**config.mk**
```make
export PLATFORM = sky130hd
export DESIGN_NAME = lcd_ctrl_flat
export DESIGN_NICKNAME = d
export VERILOG_FILES = /design/src/rtl/lcd_ctrl_if.sv /design/src/rtl/lcd_ctrl.sv /design/src/flat_wrapper.sv
export SDC_FILE = /design/constraint.sdc
export NUM_CORES = 1
export LEC_CHECK = 0
export ABC_AREA = 1
export ABC_CLOCK_PERIOD_IN_PS = 1600
export CORE_UTILIZATION = 36
export CTS_CLUSTER_DIAMETER = 40
export CTS_CLUSTER_SIZE = 16
export DETAILED_ROUTE_END_ITERATION = 10
export GPL_TIMING_DRIVEN = 0
export PLACE_DENSITY_LB_ADDON = 0.12
export SYNTH_ARGS = -nofsm -noshare
export SYNTH_HDL_FRONTEND = slang
export SYNTH_SLANG_ARGS = --single-unit
```
**constraint.sdc**
```tcl
create_clock -name i_clk -period 1.6 [get_ports i_clk]
set_input_delay 0.48 -clock i_clk [delete_from_list [all_inputs] [get_ports i_clk]]
set_output_delay 0.48 -clock i_clk [all_outputs]
set_load 0.02 [all_outputs]
```
**src/rtl/lcd_ctrl_if.sv**
```systemverilog
// LCD controller bus: LSU-side register word in, HD44780 pins and status word out.
interface lcd_ctrl_if;
    localparam int unsigned REG_W  = 32;
    localparam int unsigned DATA_W = 8;

    logic [REG_W-1:0]  i_lcd_reg;
    logic              o_lcd_on;
    logic              o_lcd_en;
    logic              o_lcd_rs;
    logic              o_lcd_rw;
    logic [DATA_W-1:0] o_lcd_data;
    logic [REG_W-1:0]  o_lcd_status;

    // LSU / firmware side
    modport master (
        output i_lcd_reg,
        input  o_lcd_on, o_lcd_en, o_lcd_rs, o_lcd_rw, o_lcd_data, o_lcd_status
    );

    // Controller side
    modport slave (
        input  i_lcd_reg,
        output o_lcd_on, o_lcd_en, o_lcd_rs, o_lcd_rw, o_lcd_data, o_lcd_status
    );
endinterface

```
**src/rtl/lcd_ctrl.sv**
```systemverilog
// HD44780-style LCD write sequencer: turns a toggle request in the LCD register
// into setup / EN pulse / hold / execution-wait bus cycles, with busy+ack readback.
module lcd_ctrl #(
    parameter int unsigned SETUP_CYC     = 2,
    parameter int unsigned PULSE_CYC     = 12,
    parameter int unsigned HOLD_CYC      = 2,
    parameter int unsigned EXEC_CYC      = 2000,
    parameter int unsigned LONG_EXEC_CYC = 82000,
    parameter int unsigned CNT_W         = 17
) (
    input  logic     i_clk,
    input  logic     i_reset,
    lcd_ctrl_if.slave bus
);

    localparam int unsigned DATA_W     = 8;
    localparam int unsigned STAT_PAD_W = 30;

    localparam logic [CNT_W-1:0] SETUP_LOAD = CNT_W'(SETUP_CYC - 1);
    localparam logic [CNT_W-1:0] PULSE_LOAD = CNT_W'(PULSE_CYC - 1);
    localparam logic [CNT_W-1:0] HOLD_LOAD  = CNT_W'(HOLD_CYC - 1);
    localparam logic [CNT_W-1:0] EXEC_LOAD  = CNT_W'(EXEC_CYC - 1);
    localparam logic [CNT_W-1:0] LONG_LOAD  = CNT_W'(LONG_EXEC_CYC - 1);

    typedef enum logic [2:0] {
        S_IDLE  = 3'd0,
        S_SETUP = 3'd1,
        S_PULSE = 3'd2,
        S_HOLD  = 3'd3,
        S_WAIT  = 3'd4
    } state_t;

    state_t             state_q, state_d;
    logic [CNT_W-1:0]   cnt_q, cnt_d;
    logic               en_q, en_d;
    logic               rs_q, rs_d;
    logic [DATA_W-1:0]  data_q, data_d;
    logic               busy_q, busy_d;
    logic               ack_q, ack_d;
    logic               on_q, on_d;
    logic               long_c;
    logic               cnt_zero_c;
    logic               unused_reg_bits_c;

    // Clear (0x01) and return-home (0x02/0x03) need the long execution wait; 0x00 rides along.
    assign long_c     = !rs_q && ((data_q[7:1] == 7'b0000000) || (data_q[7:1] == 7'b0000001));
    assign cnt_zero_c = (cnt_q == '0);

    // Register bits [30:10] carry nothing for this block.
    assign unused_reg_bits_c = ^bus.i_lcd_reg[30:10];

    // Next-state and next-output logic for the bus-cycle sequencer.
    always_comb begin
        state_d = state_q;
        cnt_d   = cnt_q;
        en_d    = en_q;
        rs_d    = rs_q;
        data_d  = data_q;
        busy_d  = busy_q;
        ack_d   = ack_q;
        on_d    = bus.i_lcd_reg[31];

        case (state_q)
            S_IDLE: begin
                if (bus.i_lcd_reg[9] != ack_q) begin
                    data_d  = bus.i_lcd_reg[7:0];
                    rs_d    = bus.i_lcd_reg[8];
                    busy_d  = 1'b1;
                    cnt_d   = SETUP_LOAD;
                    state_d = S_SETUP;
                end
            end
            S_SETUP: begin
                if (cnt_zero_c) begin
                    en_d    = 1'b1;
                    cnt_d   = PULSE_LOAD;
                    state_d = S_PULSE;
                end else begin
                    cnt_d = cnt_q - CNT_W'(1);
                end
            end
            S_PULSE: begin
                if (cnt_zero_c) begin
                    en_d    = 1'b0;
                    cnt_d   = HOLD_LOAD;
                    state_d = S_HOLD;
                end else begin
                    cnt_d = cnt_q - CNT_W'(1);
                end
            end
            S_HOLD: begin
                if (cnt_zero_c) begin
                    cnt_d   = long_c ? LONG_LOAD : EXEC_LOAD;
                    state_d = S_WAIT;
                end else begin
                    cnt_d = cnt_q - CNT_W'(1);
                end
            end
            S_WAIT: begin
                if (cnt_zero_c) begin
                    ack_d   = ~ack_q;
                    busy_d  = 1'b0;
                    state_d = S_IDLE;
                end else begin
                    cnt_d = cnt_q - CNT_W'(1);
                end
            end
            default: begin
                state_d = S_IDLE;
                cnt_d   = '0;
                en_d    = 1'b0;
                busy_d  = 1'b0;
            end
        endcase
    end

    // State and output registers; reset drops EN and clears everything immediately.
    always_ff @(posedge i_clk or negedge i_reset) begin
        if (!i_reset) begin
            state_q <= S_IDLE;
            cnt_q   <= '0;
            en_q    <= 1'b0;
            rs_q    <= 1'b0;
            data_q  <= '0;
            busy_q  <= 1'b0;
            ack_q   <= 1'b0;
            on_q    <= 1'b0;
        end else begin
            state_q <= state_d;
            cnt_q   <= cnt_d;
            en_q    <= en_d;
            rs_q    <= rs_d;
            data_q  <= data_d;
            busy_q  <= busy_d;
            ack_q   <= ack_d;
            on_q    <= on_d;
        end
    end

    assign bus.o_lcd_on     = on_q;
    assign bus.o_lcd_en     = en_q;
    assign bus.o_lcd_rs     = rs_q;
    assign bus.o_lcd_rw     = 1'b0;
    assign bus.o_lcd_data   = data_q;
    assign bus.o_lcd_status = {STAT_PAD_W'(0), ack_q, busy_q};

endmodule
```
**src/flat_wrapper.sv**
```systemverilog
// flat-port wrapper written by rule: the top's interface ports become plain ports
module lcd_ctrl_flat 
#(
    parameter int unsigned SETUP_CYC     = 2,
    parameter int unsigned PULSE_CYC     = 12,
    parameter int unsigned HOLD_CYC      = 2,
    parameter int unsigned EXEC_CYC      = 2000,
    parameter int unsigned LONG_EXEC_CYC = 82000,
    parameter int unsigned CNT_W         = 17
)
  (i_clk, i_reset, bus_i_lcd_reg, bus_o_lcd_on, bus_o_lcd_en, bus_o_lcd_rs, bus_o_lcd_rw, bus_o_lcd_data, bus_o_lcd_status);
  lcd_ctrl_if bus_i ();
  input  logic i_clk;
  input  logic i_reset;
  input wire logic [$bits(bus_i.i_lcd_reg)-1:0] bus_i_lcd_reg;
  output wire logic [$bits(bus_i.o_lcd_on)-1:0] bus_o_lcd_on;
  output wire logic [$bits(bus_i.o_lcd_en)-1:0] bus_o_lcd_en;
  output wire logic [$bits(bus_i.o_lcd_rs)-1:0] bus_o_lcd_rs;
  output wire logic [$bits(bus_i.o_lcd_rw)-1:0] bus_o_lcd_rw;
  output wire logic [$bits(bus_i.o_lcd_data)-1:0] bus_o_lcd_data;
  output wire logic [$bits(bus_i.o_lcd_status)-1:0] bus_o_lcd_status;
  assign bus_i.i_lcd_reg = bus_i_lcd_reg;
  assign bus_o_lcd_on = bus_i.o_lcd_on;
  assign bus_o_lcd_en = bus_i.o_lcd_en;
  assign bus_o_lcd_rs = bus_i.o_lcd_rs;
  assign bus_o_lcd_rw = bus_i.o_lcd_rw;
  assign bus_o_lcd_data = bus_i.o_lcd_data;
  assign bus_o_lcd_status = bus_i.o_lcd_status;
  lcd_ctrl #(.SETUP_CYC(SETUP_CYC), .PULSE_CYC(PULSE_CYC), .HOLD_CYC(HOLD_CYC), .EXEC_CYC(EXEC_CYC), .LONG_EXEC_CYC(LONG_EXEC_CYC), .CNT_W(CNT_W)) u_core (.i_clk(i_clk), .i_reset(i_reset), .bus(bus_i));
endmodule
```
==> flow_summary.json <==
{
  "viasPerCell": 4.451,
  "period_minus_slack_ps": 1681,
  "clock_latency_ps": 290,
  "critPathLaunchType": "register",
  "yosysWarnings": 0,
  "seqPwrFrac": 0.231,
  "rr_worst_depth": 11,
  "hpwlAfterDp_um": 3624,
  "p_int_mw": 3.346,
  "violations": "setup timing",
  "yosysTopAreaCell": "dfrtp_1",
  "syn_area_mm2": 0.002226,
  "grt_pass1_wl_um": 9183,
  "ctsHoldBuffers": 0,
  "ys_types": 32,
  "avgSynthCellArea_um2": 7.469,
  "clkPwrFrac": 0.134,
  "timing.hold.ws_ps": 254.4,
  "die_h_um": 80.63,
  "core_mm2": 0.005956,
  "p_comb_frac": 0.635,
  "h-tree-depth": 2,
  "power_density_mw_per_mm2": 1889,
  "crit_path_max_fanout": 5,
  "slew_headroom": 0.5052,
  "dr.first_iter.drc_count": 94,
  "grt_pass1_vias": 1974,
  "num_rows": 28,
  "clock.fmax_mhz": 594.8,
  "final_nets": 433,
  "timing.rr.start": "u_core.cnt_q[12]$_DFFE_PN0P_",
  "pre_cts_ws_ps": -405.5,
  "area_growth_pct": 47.55,
  "place_congestion": 0.8249,
  "yosysSeqAreaShare": 0.3710,
  "drv_cap": 0,
  "layout_commonest_cell": "nand2_1",
  "drv_slew": 0,
  "outcome": "finished, violations left",
  "antenna_found_initial": 0,
  "cp-startpoint": "u_core.cnt_q[12]$_DFFE_PN0P_",
  "synth_top_area_share": 0.3710,
  "hold_viol": 0,
  "fillers": 585,
  "clock-sinks": 33,
  "critPathKind": "reg2reg",
  "critPathRequiredTime_ps": 1830,
  "port_buffers": 25,
  "layout_setup_ws_ps": -81.29,
  "cts_tree": "yes",
  "cts_buffer_depth": 2,
  "dieArea_mm2": 0.006501,
  "grtUsageTotal": 0.1909,
  "rr_endpoint": "u_core.cnt_q[14]$_DFFE_PN0P_",
  "synth-seq-cells": 33,
  "drive_gt1_frac": 0.3860,
  "vdd_ir_drop_max_v": 0.0009873,
  "drcViolationCount": 0,
  "postSynthCellCount": 298,
  "finalSetupViolCount": 10,
  "p_sw_frac": 0.4606,
  "final_cell_mix": "nand2_1 (73), buf_4 (68), conb_1 (31)",
  "die-width_um": 80.63,
  "routedWlPerCell_um": 12.15,
  "endpoint_kind": "register",
  "diodes": 0,
  "leakage_nw": 1.796,
  "worstMarginPinSlew_ps": 742.2,
  "initial_utilization": 0.3737,
  "overflow": 0,
  "clock_skew_ps": 3.785,
  "hp-class": "in2async",
  "netSwitchingPower_mw": 2.857,
  "yosys-top-cells-area": "dfrtp_1 (37%), nand2_1 (16%), buf_4 (11%)",
  "ios": 78,
  "arrival_ps": 1910,
  "clkTransAtPathRegs_ps": 70,
  "drt-total-wl_um": 5760,
  "fin_crit_sh": 1.051,
  "crit_end": "u_core.cnt_q[14]$_DFFE_PN0P_",
  "reg2reg_slack_ps": -80,
  "cts_made_buffers": 5,
  "finalSetupTns_ps": -672.8,
  "rsz0062_at_grt": "yes",
  "cts-root-buf": "clkbuf_8",
  "ant_nets": 0,
  "vias": 2110,
  "dr.pass1.iters": 4,
  "grt_max_degree": 34
}
==> sequential cells by signal, indices dropped and copies added, names as in the netlist <==
signal	flops
u_core.bus.o_lcd_en	1
u_core.ack_q	1
u_core.bus.o_lcd_on	1
u_core.state_q	3
u_core.busy_q	1
u_core.cnt_q	17
u_core.bus.o_lcd_rs	1
u_core.bus.o_lcd_data	8
==> synth_stat cells <==
cell type,count
or2_2,1
nor2_8,1
nor2_1,26
nand2_4,1
nor2_4,3
o21bai_1,1
buf_6,2
buf_4,33
ha_1,1
or2_1,1
inv_2,3
nand3_1,14
mux2_2,4
o21ai_1,5
buf_2,2
nand2_1,92
xor2_1,7
nand3b_1,1
conb_1,1
nand4_1,8
nand3_2,1
xnor2_1,3
or2_0,1
nor2_2,4
nor3_1,4
nand2_2,3
dfrtp_1,33
o21ai_0,9
inv_1,24
mux2_1,1
nand3_4,1
a21oi_1,7
==> critical path, stage by stage (launching register included) <==
cell and delay, ps:
dfrtp_1 410, nor2_2 170, nand2_2 100, nor2_4 160
buf_4 140, nand2_4 50, nor2_4 150, nand2_4 90
nand2_4 100, buf_6 140, nand2_1 50, nand2_1 60
==> logic make-up (layout without fill, tap and decap cells) <==
family                     count (synthesis)  count (layout)  share of synthesized area
and+or+nand+nor                          162             162                     0.3350
buffers and inverters                     64             135                     0.1714
DFF                                       33              33                     0.3710
AOI/OAI and AO/OA                         22              22                    0.05059
xor gates and xnor gates                  10              10                    0.03935
muxes                                      5               5                    0.02529
adders and majority gates                  1               1                   0.005620
other                                      1              31                   0.001685
==> per-stage QoR <==
step | power [mW] | instances | instance area (um^2) | utilization
2_1_floorplan | 3.593 | 328 | 2341 | -
3_3_place_gp | 4.396 | 428 | 2685 | 0.4508
3_5_place_dp | 4.412 | 428 | 2680 | 0.4500
4_1_cts | 5.754 | 461 | 3078 | 0.5168
5_1_grt | 6.677 | 474 | 3284 | 0.5515
6_report | 6.203 | 474 | 3284 | 0.5515
==> power groups by stage <==
stage / clock network (mW) / registers, mW / logic (mW)
finish: 0.830 / 1.43 / 3.94
global route: 0.894 / 1.48 / 4.31
CTS: 0.857 / 1.41 / 3.49
detailed placement: 0 / 1.43 / 2.98
global placement: 0 / 1.42 / 2.97
floorplan: 0 / 1.52 / 2.07
==> metal layers <==
metal	wire [um]	vias to the layer above	GRT usage	part of all wire
met3	304	15	0.03864	0.053
li1	-	1080	-	-
met1	2444	946	0.2175	0.42
met5	0	-	0	0
met2	2825	69	0.3373	0.49
met4	185	0	0.09107	0.032
==> how the worst min path moves through the flow <==
stage	from	to	slack, ps
floorplan	i_reset	u_core.ack_q$_DFFE_PN0P_	180
global placement	u_core.busy_q$_DFFE_PN0P_	u_core.busy_q$_DFFE_PN0P_	460
detailed placement	u_core.busy_q$_DFFE_PN0P_	u_core.busy_q$_DFFE_PN0P_	470
CTS	i_reset	u_core.ack_q$_DFFE_PN0P_	290
global route	i_reset	u_core.cnt_q[8]$_DFFE_PN0P_	320
finish	i_reset	u_core.cnt_q[5]$_DFFE_PN0P_	250
==> repair_timing <==
item | in CTS | in global routing
endpoints found under the hold margin | 0 | 0
resized for setup | 50 | 37
buffers inserted | 22 | 13
pin swaps | 16 | 21
setup endpoints to repair | 34 | 23
gates cloned | 3 | 0
==> cell type report <==
class,instances,area [um^2],share of cell area
inverters,27,101.3,0.03086
well taps,75,93.84,0.02857
repair buffers,63,538.0,0.1638
clock buffers,6,82.58,0.02514
flip-flops and latches,33,833.3,0.2537
clock inverters,2,37.54,0.01143
plain buffers,37,285.3,0.08686
multi-input cells,231,1313,0.3996
Power figures use the tool's default switching activity.
==> variant, RTL diff (config.mk and constraints unchanged) <==
`CNT_W` is set to 17 in 2 places; all go to 13.
--- a/src/rtl/lcd_ctrl.sv
+++ b/src/rtl/lcd_ctrl.sv
@@ -7,5 +7,5 @@
     parameter int unsigned EXEC_CYC      = 2000,
     parameter int unsigned LONG_EXEC_CYC = 82000,
-    parameter int unsigned CNT_W         = 17
+    parameter int unsigned CNT_W         = 13
 ) (
     input  logic     i_clk,
--- a/src/flat_wrapper.sv
+++ b/src/flat_wrapper.sv
@@ -7,5 +7,5 @@
     parameter int unsigned EXEC_CYC      = 2000,
     parameter int unsigned LONG_EXEC_CYC = 82000,
-    parameter int unsigned CNT_W         = 17
+    parameter int unsigned CNT_W         = 13
 )
   (i_clk, i_reset, bus_i_lcd_reg, bus_o_lcd_on, bus_o_lcd_en, bus_o_lcd_rs, bus_o_lcd_rw, bus_o_lcd_data, bus_o_lcd_status);
Check against the original RTL: no difference found for any inputs over 10 cycles, from zero or initial values and one cycle with i_reset low; that may be too few to reach the edited logic, so the function may still have changed.
==> variant against the original RTL <==
Clock skew grew 0.0019 ns; core utilization shrank 4.6 points; sequential cell count shrank 4; design area shrank 20%; area after synthesis shrank 11%; routed wire length shrank 31%; worst setup slack gained 0.12 ns; critical endpoint is now bus_o_lcd_status[0]; highest routed layer unchanged.
Power is left out: it rests on default switching activity, and per cell area and clock period it moved more than threefold.
==> variant: results (changes against the original RTL) <==
cts-root-buf: "clkbuf_8"  # unchanged
fin_worst_skew_ns: 0.00572  # was 0.00379 ns
finalNetCount: 354  # was 433
regMostFlops: "u_core.cnt_q"  # unchanged
synthAdderAreaFrac_pct: 1.26  # was 0.562%
reg2reg_from: "u_core.cnt_q[9]"  # was u_core.cnt_q[12]
ys_top_cells_by_count: "nand2_1, buf_4, dfrtp_1"  # unchanged
whs_ns: 0.226  # was 0.254 ns
crit_end: "bus_o_lcd_status[0]"  # was u_core.cnt_q[14]
yosys_most_used_dff: "dfrtp_1"  # unchanged
port_buffers: 25  # unchanged
layout-drive-gt1-share_pct: 32.1  # was 38.6%
async_flop_share_pct: 100  # unchanged
ys_types: 31  # was 32
crit_fanout: 2  # was 5
grt_pass1_wl_um: 6430  # was 9180 µm
clkLatencyLatePin_ns: 0.28
grt_pass1_vias: 1407  # was 1974
clk_transition_reported_paths_ns: 0.06
timing.rr.end: "u_core.cnt_q[0]"  # was u_core.cnt_q[14]
placed_area_mm2: 0.00243  # was 0.00268 mm²
drtPass1Iterations: 4  # unchanged
area_growth_pct: 32.4  # was 47.6%
dp_hpwl_um: 2830  # was 3620 µm
grtUsageTotal_pct: 14.1  # was 19.1%
place_inst: 376  # was 428
gp_congestion: 0.753  # was 0.825
yosys_warnings: 0  # unchanged
rr_worst_depth: 9  # was 11
initialDrtViolationCount: 43  # was 94
fillerInstances: 534  # was 585
syn_avg_cell_area_um2: 7.92  # was 7.47 µm²
antenna_found_initial: 0  # unchanged
largest_reg_flops: 13  # was 17
r2r_slack_ns: 0.06  # was -0.08 ns
ys_seq_area_share_pct: 36.5  # was 37.1%
cp.arrival_ns: 1.08  # was 1.91 ns
finalWirelength_um: 4000  # was 5760 µm
startpoint: "u_core.busy_q"  # was u_core.cnt_q[12]
synth-compound-area-share_pct: 3.53  # was 5.06%
diodes: 0  # unchanged
tightest_slew_ns: 0.657  # was 0.742 ns
min_period_over_period_pct: 97.8  # was 105%
synth_xor_area_share_pct: 3.09  # was 3.93%
ant_nets: 0  # unchanged
grt_max_degree: 30  # was 34
instances_no_fill: 388  # was 474
clock_path_buffers: 2  # unchanged
status: "finished clean"  # was complete, but fails checks
yosys-top-cells-area: "dfrtp_1, nand2_1, buf_4, mux2_2, inv_1"  # was dfrtp_1, nand2_1, buf_4, nor2_1, inv_1
cts_made_buffers: 5  # unchanged
viasPerCell: 4.13  # was 4.45
pre_cts_ws_ns: -0.319  # was -0.405 ns
synth.mux.area_fraction_pct: 5.10  # was 2.53%
htreeDepth: 2  # unchanged
-- variant: layout make-up --
class | count | area share [%]
multi-input cells | 191 | 40.7
flip-flops and latches | 29 | 27.7
repair buffers | 30 | 10.8
plain buffers | 35 | 10.3
inverters | 26 | 3.90
well taps | 70 | 3.33
clock buffers | 7 | 3.28
-- variant: metal layers --
| layer | track usage, % | up-vias | routed length, µm |
|---|---|---|---|
| met1 | 17.4 | 719 | 1800 |
| met3 | 3.35 | 8 | 172 |
| li1 | - | 841 | - |
| met5 | 0 | - | 0 |
| met4 | 7.12 | 0 | 83 |
| met2 | 23.1 | 35 | 1940 |
-- variant: timing repair --
item,4_1_cts,5_1_grt
buffers inserted,0,4
hold buffers,0,0
resized for setup,15,23
hold endpoints to repair,0,0
gates cloned,0,1
endpoints found under the setup margin,26,25
pin swaps,0,10
-- variant: critical path, cell delays in order (launching register included) --
cell and delay [ns]:
dfrtp_1 0.37, buf_4 0.12, dlygate4sd2_1 0.31
